<file path="config.mk">
export PLATFORM = sky130hd
export DESIGN_NAME = press_classifier
export DESIGN_NICKNAME = d
export VERILOG_FILES = /design/src/rtl/press_classifier.sv
export SDC_FILE = /design/constraint.sdc
export NUM_CORES = 1
export LEC_CHECK = 0
export ABC_AREA = 1
export CAP_MARGIN = 20
export CORE_AREA = 4 4 41 43
export CTS_CLUSTER_DIAMETER = 30
export DETAILED_ROUTE_END_ITERATION = 8
export DIE_AREA = 0 0 45 47
export GPL_ROUTABILITY_DRIVEN = 0
export PLACE_DENSITY = 0.78
export SYNTH_ARGS = -nofsm -noshare
export SYNTH_HDL_FRONTEND = slang
export SYNTH_SLANG_ARGS = --single-unit
</file>
<file path="constraint.sdc">
create_clock -name clk -period 1.8 [get_ports clk]
set_input_delay 0.36 -clock clk [delete_from_list [all_inputs] [get_ports clk]]
set_output_delay 0.36 -clock clk [all_outputs]
set_load 0.1 [all_outputs]
</file>
<file path="src/rtl/press_classifier.sv">
// rtl/press_classifier.sv - classifies debounced button presses as short, long or double
// Outputs are registered one-cycle pulses plus held/busy levels.
module press_classifier #(
    parameter int counterwidth = 4,
    parameter int longtime     = 8,
    parameter int dblwindow    = 6
) (
    input  logic clk,
    input  logic reset,
    input  logic conditioned,
    input  logic positiveedge,
    input  logic negativeedge,
    output logic shortpress,
    output logic longpress,
    output logic doublepress,
    output logic held,
    output logic busy
);

    localparam logic [2:0] IDLE       = 3'd0;
    localparam logic [2:0] PRESS1     = 3'd1;
    localparam logic [2:0] LONGHELD   = 3'd2;
    localparam logic [2:0] WAITSECOND = 3'd3;
    localparam logic [2:0] PRESS2     = 3'd4;

    // The counter reads k-1 at the k-th edge after state entry, so a timeout of N
    // fires on the N-th edge after entering the state.
    localparam logic [counterwidth-1:0] LONG_LAST = counterwidth'(longtime - 1);
    localparam logic [counterwidth-1:0] DBL_LAST  = counterwidth'(dblwindow - 1);
    localparam logic [counterwidth-1:0] CNT_MAX   = {counterwidth{1'b1}};

    logic [2:0]              state_q, state_d;
    logic [counterwidth-1:0] cnt_q, cnt_d;
    logic                    short_q, short_d;
    logic                    long_q, long_d;
    logic                    dbl_q, dbl_d;
    logic                    held_q, held_d;
    logic                    busy_q, busy_d;

    // The level input is available for future use but drives no decision.
    logic cond_unused;
    assign cond_unused = conditioned;

    always_comb begin
        state_d = state_q;
        short_d = 1'b0;
        long_d  = 1'b0;
        dbl_d   = 1'b0;
        case (state_q)
            IDLE: begin
                if (positiveedge) state_d = PRESS1;
            end
            PRESS1: begin
                if (negativeedge) begin
                    state_d = WAITSECOND;
                end else if (cnt_q == LONG_LAST) begin
                    state_d = LONGHELD;
                    long_d  = 1'b1;
                end
            end
            LONGHELD: begin
                if (negativeedge) state_d = IDLE;
            end
            WAITSECOND: begin
                if (positiveedge) begin
                    state_d = PRESS2;
                end else if (cnt_q == DBL_LAST) begin
                    state_d = IDLE;
                    short_d = 1'b1;
                end
            end
            PRESS2: begin
                if (negativeedge) begin
                    state_d = IDLE;
                    dbl_d   = 1'b1;
                end
            end
            default: state_d = IDLE;
        endcase

        if (state_d != state_q) begin
            cnt_d = '0;
        end else if (cnt_q == CNT_MAX) begin
            cnt_d = cnt_q;
        end else begin
            cnt_d = cnt_q + 1'b1;
        end

        held_d = (state_d == LONGHELD);
        busy_d = (state_d != IDLE);
    end

    always_ff @(posedge clk) begin
        if (reset) begin
            state_q <= IDLE;
            cnt_q   <= '0;
            short_q <= 1'b0;
            long_q  <= 1'b0;
            dbl_q   <= 1'b0;
            held_q  <= 1'b0;
            busy_q  <= 1'b0;
        end else begin
            state_q <= state_d;
            cnt_q   <= cnt_d;
            short_q <= short_d;
            long_q  <= long_d;
            dbl_q   <= dbl_d;
            held_q  <= held_d;
            busy_q  <= busy_d;
        end
    end

    assign shortpress  = short_q;
    assign longpress   = long_q;
    assign doublepress = dbl_q;
    assign held        = held_q;
    assign busy        = busy_q;

endmodule

</file>
==> results of run 1 <==
critical path, delay by kind of cell:
family,cells,cell delay (ns)
buffers and inverters,2,0.54
AO/OA/AOI/OAI,1,0.17
AND/OR/NAND/NOR,4,0.41
sequential cells by signal, indices dropped and copies added (netlist names):
signal       cells
cnt_q            4
state_q          3
busy             1
doublepress      1
held             1
longpress        1
shortpress       1
layout by cell type (no fill, tap or decap):
master | netlist | layout
a21oi_1 | 1 | 1
a31oi_1 | 1 | 1
buf_12 | 0 | 5
buf_4 | 0 | 1
clkbuf_4 | 0 | 3
clkbuf_8 | 0 | 1
clkdlybuf4s50_1 | 0 | 3
dfxtp_1 | 12 | 12
ha_1 | 2 | 2
inv_1 | 14 | 14
nand2_1 | 17 | 17
nand3_1 | 8 | 8
nand3_2 | 2 | 2
nand4_1 | 3 | 3
nor2_1 | 9 | 9
nor2_4 | 1 | 1
nor3_1 | 2 | 2
nor3b_2 | 1 | 1
o21ai_0 | 4 | 4
xor2_1 | 2 | 2
cells by family (layout without fill, tap and decap cells):
kind of cell | Yosys count | in the layout | synth area share
AO/OA/AOI/OAI | 6 | 6 | 0.05423
AND/OR/NAND/NOR | 43 | 43 | 0.3644
adder cells (fa/ha/maj) | 2 | 2 | 0.04338
flip-flops | 12 | 12 | 0.4165
buffers and inverters | 14 | 27 | 0.09111
XOR/XNOR | 2 | 2 | 0.03037
per-stage QoR:
step           power (mW)  area [sq um]  worst slack, ns  hold WS (ns)
4_1_cts            0.6394         769.5           0.4544        0.5602
3_3_place_gp       0.4175         733.2           0.2051        0.5357
3_5_place_dp       0.4191         733.2           0.1800        0.5529
5_1_grt            0.6638         769.5           0.2903        0.5905
6_report           0.6243         769.5           0.4782        0.5599
2_1_floorplan      0.3776         576.8           0.5310        0.4291
cell type report:
cell class	instances	area [sq um]	share of cell area
Clock buffer	4	36.28	0.04715
Inverter	14	52.55	0.06829
Multi-Input combinational cell	53	284.0	0.3691
Sequential cell	12	240.2	0.3122
Tap cell	15	18.77	0.02439
Timing Repair Buffer	9	137.6	0.1789
how the worst max path moves through the flow:
| stage | end | cells past startpoint |
|---|---|---|
| after floorplan | busy | 0 |
| after global placement | busy$_SDFF_PP0_ | 7 |
| after detailed placement | busy$_SDFF_PP0_ | 7 |
| after CTS | busy$_SDFF_PP0_ | 6 |
| after global routing | busy$_SDFF_PP0_ | 6 |
| final | busy$_SDFF_PP0_ | 7 |
per-layer routing:
metal  GRT usage  vias to the layer above  wire (microns)
met4     0.05263                        0              19
met5           0                        -               0
li1            -                      278               -
met3     0.05747                        4              85
met2      0.2288                       20             509
met1      0.1152                      245             422
power breakdown:
group	total [mW]	switching (mW)	leakage, nW	internal [mW]
Combinational	0.120	0.0741	0.233	0.0458
Sequential	0.293	0.0141	0.0977	0.279
Clock	0.211	0.0884	0.0210	0.123
==> impl_metrics.env, run 1 <==
export IMPL_cp_arrival_ns=1.49
export IMPL_worstPathCellList="clkdlybuf4s50_1, inv_1, nand4_1, nand2_1, nand3_1, o21ai_0, nand2_1"
export IMPL_cts_setup_buffers=0
export IMPL_final_nets=100
export IMPL_min_period_ns=1.322
export IMPL_drt_initial_drc_count=8
export IMPL_crit_type="input pin to flip-flop"
export IMPL_syn2layout_area_growth_pct=33.41
export IMPL_yosys_top_cells_area="dfxtp_1 (42%), nand2_1 (11%), inv_1 (9.1%)"
export IMPL_post_route_period_util=0.7344
export IMPL_synth_cell_area_sq_um=576.8
export IMPL_timing_rr_start="cnt_q[0]$_SDFFE_PP0P_"
export IMPL_ctsHtreeMaxLevel=1
export IMPL_drive_gt1_frac=0.1522
export IMPL_crit_required_ns=1.97
export IMPL_root_buffer="clkbuf_4"
export IMPL_synth_cells=79
export IMPL_cts_tree="done"
export IMPL_cts_resized=0
export IMPL_hold_end="doublepress$_SDFF_PP0_"
export IMPL_synth_most_common_cell="nand2_1"
export IMPL_end_kind="flip-flop"
export IMPL_grt_first_pass_wirelength_microns=1821
export IMPL_final_cells=107
export IMPL_vias=547
export IMPL_total_leakage_power_nw=0.3521
export IMPL_cts_buffer_depth=2
export IMPL_cap_violations=0
export IMPL_relSlewSlack=0.8005
export IMPL_routed_wl_microns=1037
export IMPL_cpPeakStageDelay_ns=0.42
export IMPL_hp_class="flip-flop to flip-flop"
export IMPL_wl_per_cell_microns=9.692
export IMPL_ys_flop_type="dfxtp_1"
export IMPL_start_kind="input pin"
export IMPL_yosysTopAreaCellShare=0.4165
export IMPL_antenna_found_initial=0
export IMPL_grt_pass1_vias=468
export IMPL_fp_dieH_microns=47
export IMPL_cts_inserted_buffers=3
export IMPL_cp_slowest_cell="clkdlybuf4s50_1"
export IMPL_synth_async_reset_ratio=0
export IMPL_power_density_mw_per_mm2=811.4
export IMPL_hold_violations=0
export IMPL_grt_usage=0.1230
export IMPL_place_inst=103
export IMPL_synthTopCellsByCount="nand2_1 (17), inv_1 (14), dfxtp_1 (12)"
export IMPL_yosysTopAreaCell="dfxtp_1"
export IMPL_syn_nets=86
export IMPL_critPathMaxFanout=4
export IMPL_status="finished clean"
export IMPL_drcViolationCount=0
export IMPL_holdPathStages=2
export IMPL_grt_max_degree=8
export IMPL_holdBufCountCts=0
export IMPL_r2r_end="busy$_SDFF_PP0_"
export IMPL_synth_warnings=0
export IMPL_core_sq_mm=0.001301
export IMPL_synth_seq_area_share=0.4165
export IMPL_setup_violations_final=0
export IMPL_crit_top_cell="nand2_1"
export IMPL_start_util=0.4433
export IMPL_reg2reg_depth=6
export IMPL_clk_latency_ns=0.27
export IMPL_synth_edff_count=0
export IMPL_ys_ff_latch=12
export IMPL_tns_ns=0
export IMPL_io_pins=10
export IMPL_min_from="state_q[2]$_SDFF_PP0_"
export IMPL_r2r_slack_ns=0.48
export IMPL_tightest_slew_ns=0.2970
export IMPL_max_vdd_ir_drop_v=0.0005993
export IMPL_synth_distinct_cells=15
export IMPL_rows=13
export IMPL_cts_reportedPaths_clkPinSlew_ns=0.07
export IMPL_dieArea_sq_mm=0.002115
export IMPL_place_hpwl_microns=824.7
export IMPL_fillers=127
export IMPL_grt_overflow=0
export IMPL_cts_sinks=12
export IMPL_fmax_ghz=0.7565
export IMPL_crit_start="negativeedge"
export IMPL_maxSlewViolCount=0
export IMPL_finalClockSkew_ns=0.004346
export IMPL_avgViaCountPerCell=5.112
export IMPL_rsz0062_at_grt="no"
export IMPL_first_pass_iters=4
export IMPL_fp_dieW_microns=45
export IMPL_syn_avg_cell_area_sq_um=7.301
export IMPL_port_buffers=8
export IMPL_final_antenna_net_count=0
export IMPL_n_antenna_cell=0
export IMPL_fin_util=0.5913
Note: power is estimated with default switching activity, not from simulation.
==> inputs of run 2 (changes only) <==
CORE_AREA = unset   (was 4 4 41 43)
CORE_MARGIN = 4   (was unset)
CORE_UTILIZATION = 44   (was unset)
DIE_AREA = unset   (was 0 0 45 47)
PLACE_DENSITY = 0.82   (was 0.78)
clock period = 1.14 ns   (was 1.8 ns; I/O delays follow)
==> impl_metrics.env, run 2 (synthesized netlist as in run 1, its figures left out) <==
export IMPL_grt_util_met2=0.2907
export IMPL_largest_register="cnt_q"
export IMPL_swShare=0.3056
export IMPL_start_util=0.4925
export IMPL_n_antenna_cell=0
export IMPL_avgViaCountPerCell=5.828
export IMPL_min_period_ns=1.312
export IMPL_cts_tree="done"
export IMPL_ctsHtreeMaxLevel=1
export IMPL_largest_register_ffs=4
export IMPL_hold_violations=0
export IMPL_fp_dieW_microns=44.21
export IMPL_seqPwrFrac=0.442
export IMPL_tightest_slew_ns=0.2887
export IMPL_finalClockSkew_ns=0.002681
export IMPL_holdPathStages=3
export IMPL_critPathMaxFanout=4
export IMPL_power_switching_mw=0.3282
export IMPL_grt_pass1_vias=565
export IMPL_total_leakage_power_nw=0.4165
export IMPL_reg2reg_depth=8
export IMPL_r2r_end="cnt_q[0]$_SDFFE_PP0P_"
export IMPL_antenna_found_initial=0
export IMPL_min_from="negativeedge"
export IMPL_fin_area_sq_um=947.2
export IMPL_vias=676
export IMPL_cpLargestDelayFamily="simple AND/OR/NAND/NOR gates"
export IMPL_fp_dieH_microns=44.21
export IMPL_setup_ws_ns=-0.1715
export IMPL_crit_top_cell="nand2_1"
export IMPL_cts_inserted_buffers=3
export IMPL_timing_hold_ws_ns=0.5289
export IMPL_core_sq_mm=0.001171
export IMPL_cpPeakStageDelay_ns=0.38
export IMPL_cts_reportedPaths_clkPinSlew_ns=0.07
export IMPL_p_int_mw=0.7456
export IMPL_routed_wl_microns=1788
export IMPL_drive_gt1_frac=0.4412
export IMPL_post_route_period_util=1.150
export IMPL_grt_max_degree=8
export IMPL_crit_type="flip-flop to flip-flop"
export IMPL_rsz0062_at_grt="yes"
export IMPL_cap_violations=0
export IMPL_cts_sinks=12
export IMPL_met3_usage=0.03659
export IMPL_max_vdd_ir_drop_v=0.0007613
export IMPL_total_power_mw=1.074
export IMPL_cp_slowest_cell="dfxtp_4"
export IMPL_final_nets=110
export IMPL_hold_end="doublepress$_SDFF_PP0_"
export IMPL_cp_buffers_inverters=0
export IMPL_tns_ns=-0.8384
export IMPL_fin_util=0.8088
export IMPL_pwr_share_clk=0.311
export IMPL_root_buffer="clkbuf_4"
export IMPL_wl_per_cell_microns=15.41
export IMPL_dieArea_sq_mm=0.001954
export IMPL_grt_first_pass_wirelength_microns=2401
export IMPL_p_comb_frac=0.246
export IMPL_violations="setup timing"
export IMPL_holdBufCountCts=0
export IMPL_fmax_ghz=0.7625
export IMPL_power_density_mw_per_mm2=1134
export IMPL_maxSlewViolCount=0
export IMPL_timing_rr_start="cnt_q[0]$_SDFFE_PP0P_"
export IMPL_place_inst=107
export IMPL_place_hpwl_microns=989.3
export IMPL_crit_required_ns=1.34
export IMPL_fillers=65
export IMPL_relSlewSlack=0.8073
export IMPL_status="complete, but fails checks"
export IMPL_drt_initial_drc_count=37
export IMPL_setup_violations_final=8
export IMPL_worstPathCellList="ha_4, nand3_1, nand2_1, nand2_1, nand2_1, nand2_2, nand3_2, nor2_1"
export IMPL_grt_overflow=0
export IMPL_end_kind="flip-flop"
export IMPL_io_pins=10
export IMPL_final_antenna_net_count=0
export IMPL_first_pass_iters=7
export IMPL_drcViolationCount=0
export IMPL_final_cells=116
export IMPL_clk_latency_ns=0.27
export IMPL_cp_arrival_ns=1.51
export IMPL_dpl_cell_area_sq_um=774.5
export IMPL_rows=12
export IMPL_start_kind="flip-flop"
export IMPL_met1_usage=0.1970
export IMPL_port_buffers=8
export IMPL_largestRegisters="cnt_q (4), state_q (3)"
export IMPL_dp_slack_ns=-0.3352
export IMPL_hp_class="input pin to flip-flop"
export IMPL_final_cell_mix="nand2_1 (11), inv_1 (11), buf_4 (10), nor2_1 (8), dfxtp_1 (7)"
export IMPL_syn2layout_area_growth_pct=64.21
export IMPL_r2r_slack_ns=-0.17
export IMPL_grt_usage=0.1704
export IMPL_cts_buffer_depth=2
export IMPL_top_usage_layer="met2"
[run 2: timing repair]
item,in CTS,in global routing
endpoints found under the hold margin,0,0
pin swaps,8,8
resized for setup,17,12
setup buffers,1,4
endpoints found under the setup margin,7,10
[run 2: power by group through the flow]
stage | clock (mW) | combinational, mW | sequential, mW
2_1_floorplan | 0 | 0.0821 | 0.516
3_3_place_gp | 0 | 0.204 | 0.474
3_5_place_dp | 0 | 0.210 | 0.474
4_1_cts | 0.337 | 0.229 | 0.473
5_1_grt | 0.359 | 0.280 | 0.477
6_report | 0.334 | 0.265 | 0.475
[run 2: layout make-up]
type	instances	area, sq um	share of cell area
clock buffer	4	36.28	0.03831
inverter	14	55.05	0.05812
multi-input combinational	53	367.9	0.3884
sequential	12	254.0	0.2682
tap	14	17.52	0.01849
timing repair buffer	19	216.5	0.2285
[run 2: worst max-delay path by stage]
stage / slack, ns / to / cells after the start / startpoint
detailed placement: -0.34 / busy$_SDFF_PP0_ / 7 / negativeedge
global route: -0.22 / cnt_q[0]$_SDFFE_PP0P_ / 8 / negativeedge
global placement: -0.31 / busy$_SDFF_PP0_ / 7 / negativeedge
finish: -0.17 / cnt_q[0]$_SDFFE_PP0P_ / 8 / cnt_q[0]$_SDFFE_PP0P_
CTS: -0.10 / cnt_q[0]$_SDFFE_PP0P_ / 9 / cnt_q[1]$_SDFFE_PP0P_
floorplan: 0.0006 / busy$_SDFF_PP0_ / 6 / cnt_q[0]$_SDFFE_PP0P_
[run 2: worst reg2reg max path: stages, from the launching register on]
cell	delay, ns
dfxtp_4	0.38
ha_4	0.18
nand3_1	0.12
nand2_1	0.09
nand2_1	0.11
nand2_1	0.07
nand2_2	0.07
nand3_2	0.09
nor2_1	0.12
[run 2: routing by layer]
layer | share of wire | up-vias
met5 | 0 | -
met4 | 0.054 | 0
met3 | 0.078 | 21
met2 | 0.49 | 44
met1 | 0.38 | 308
li1 | - | 303
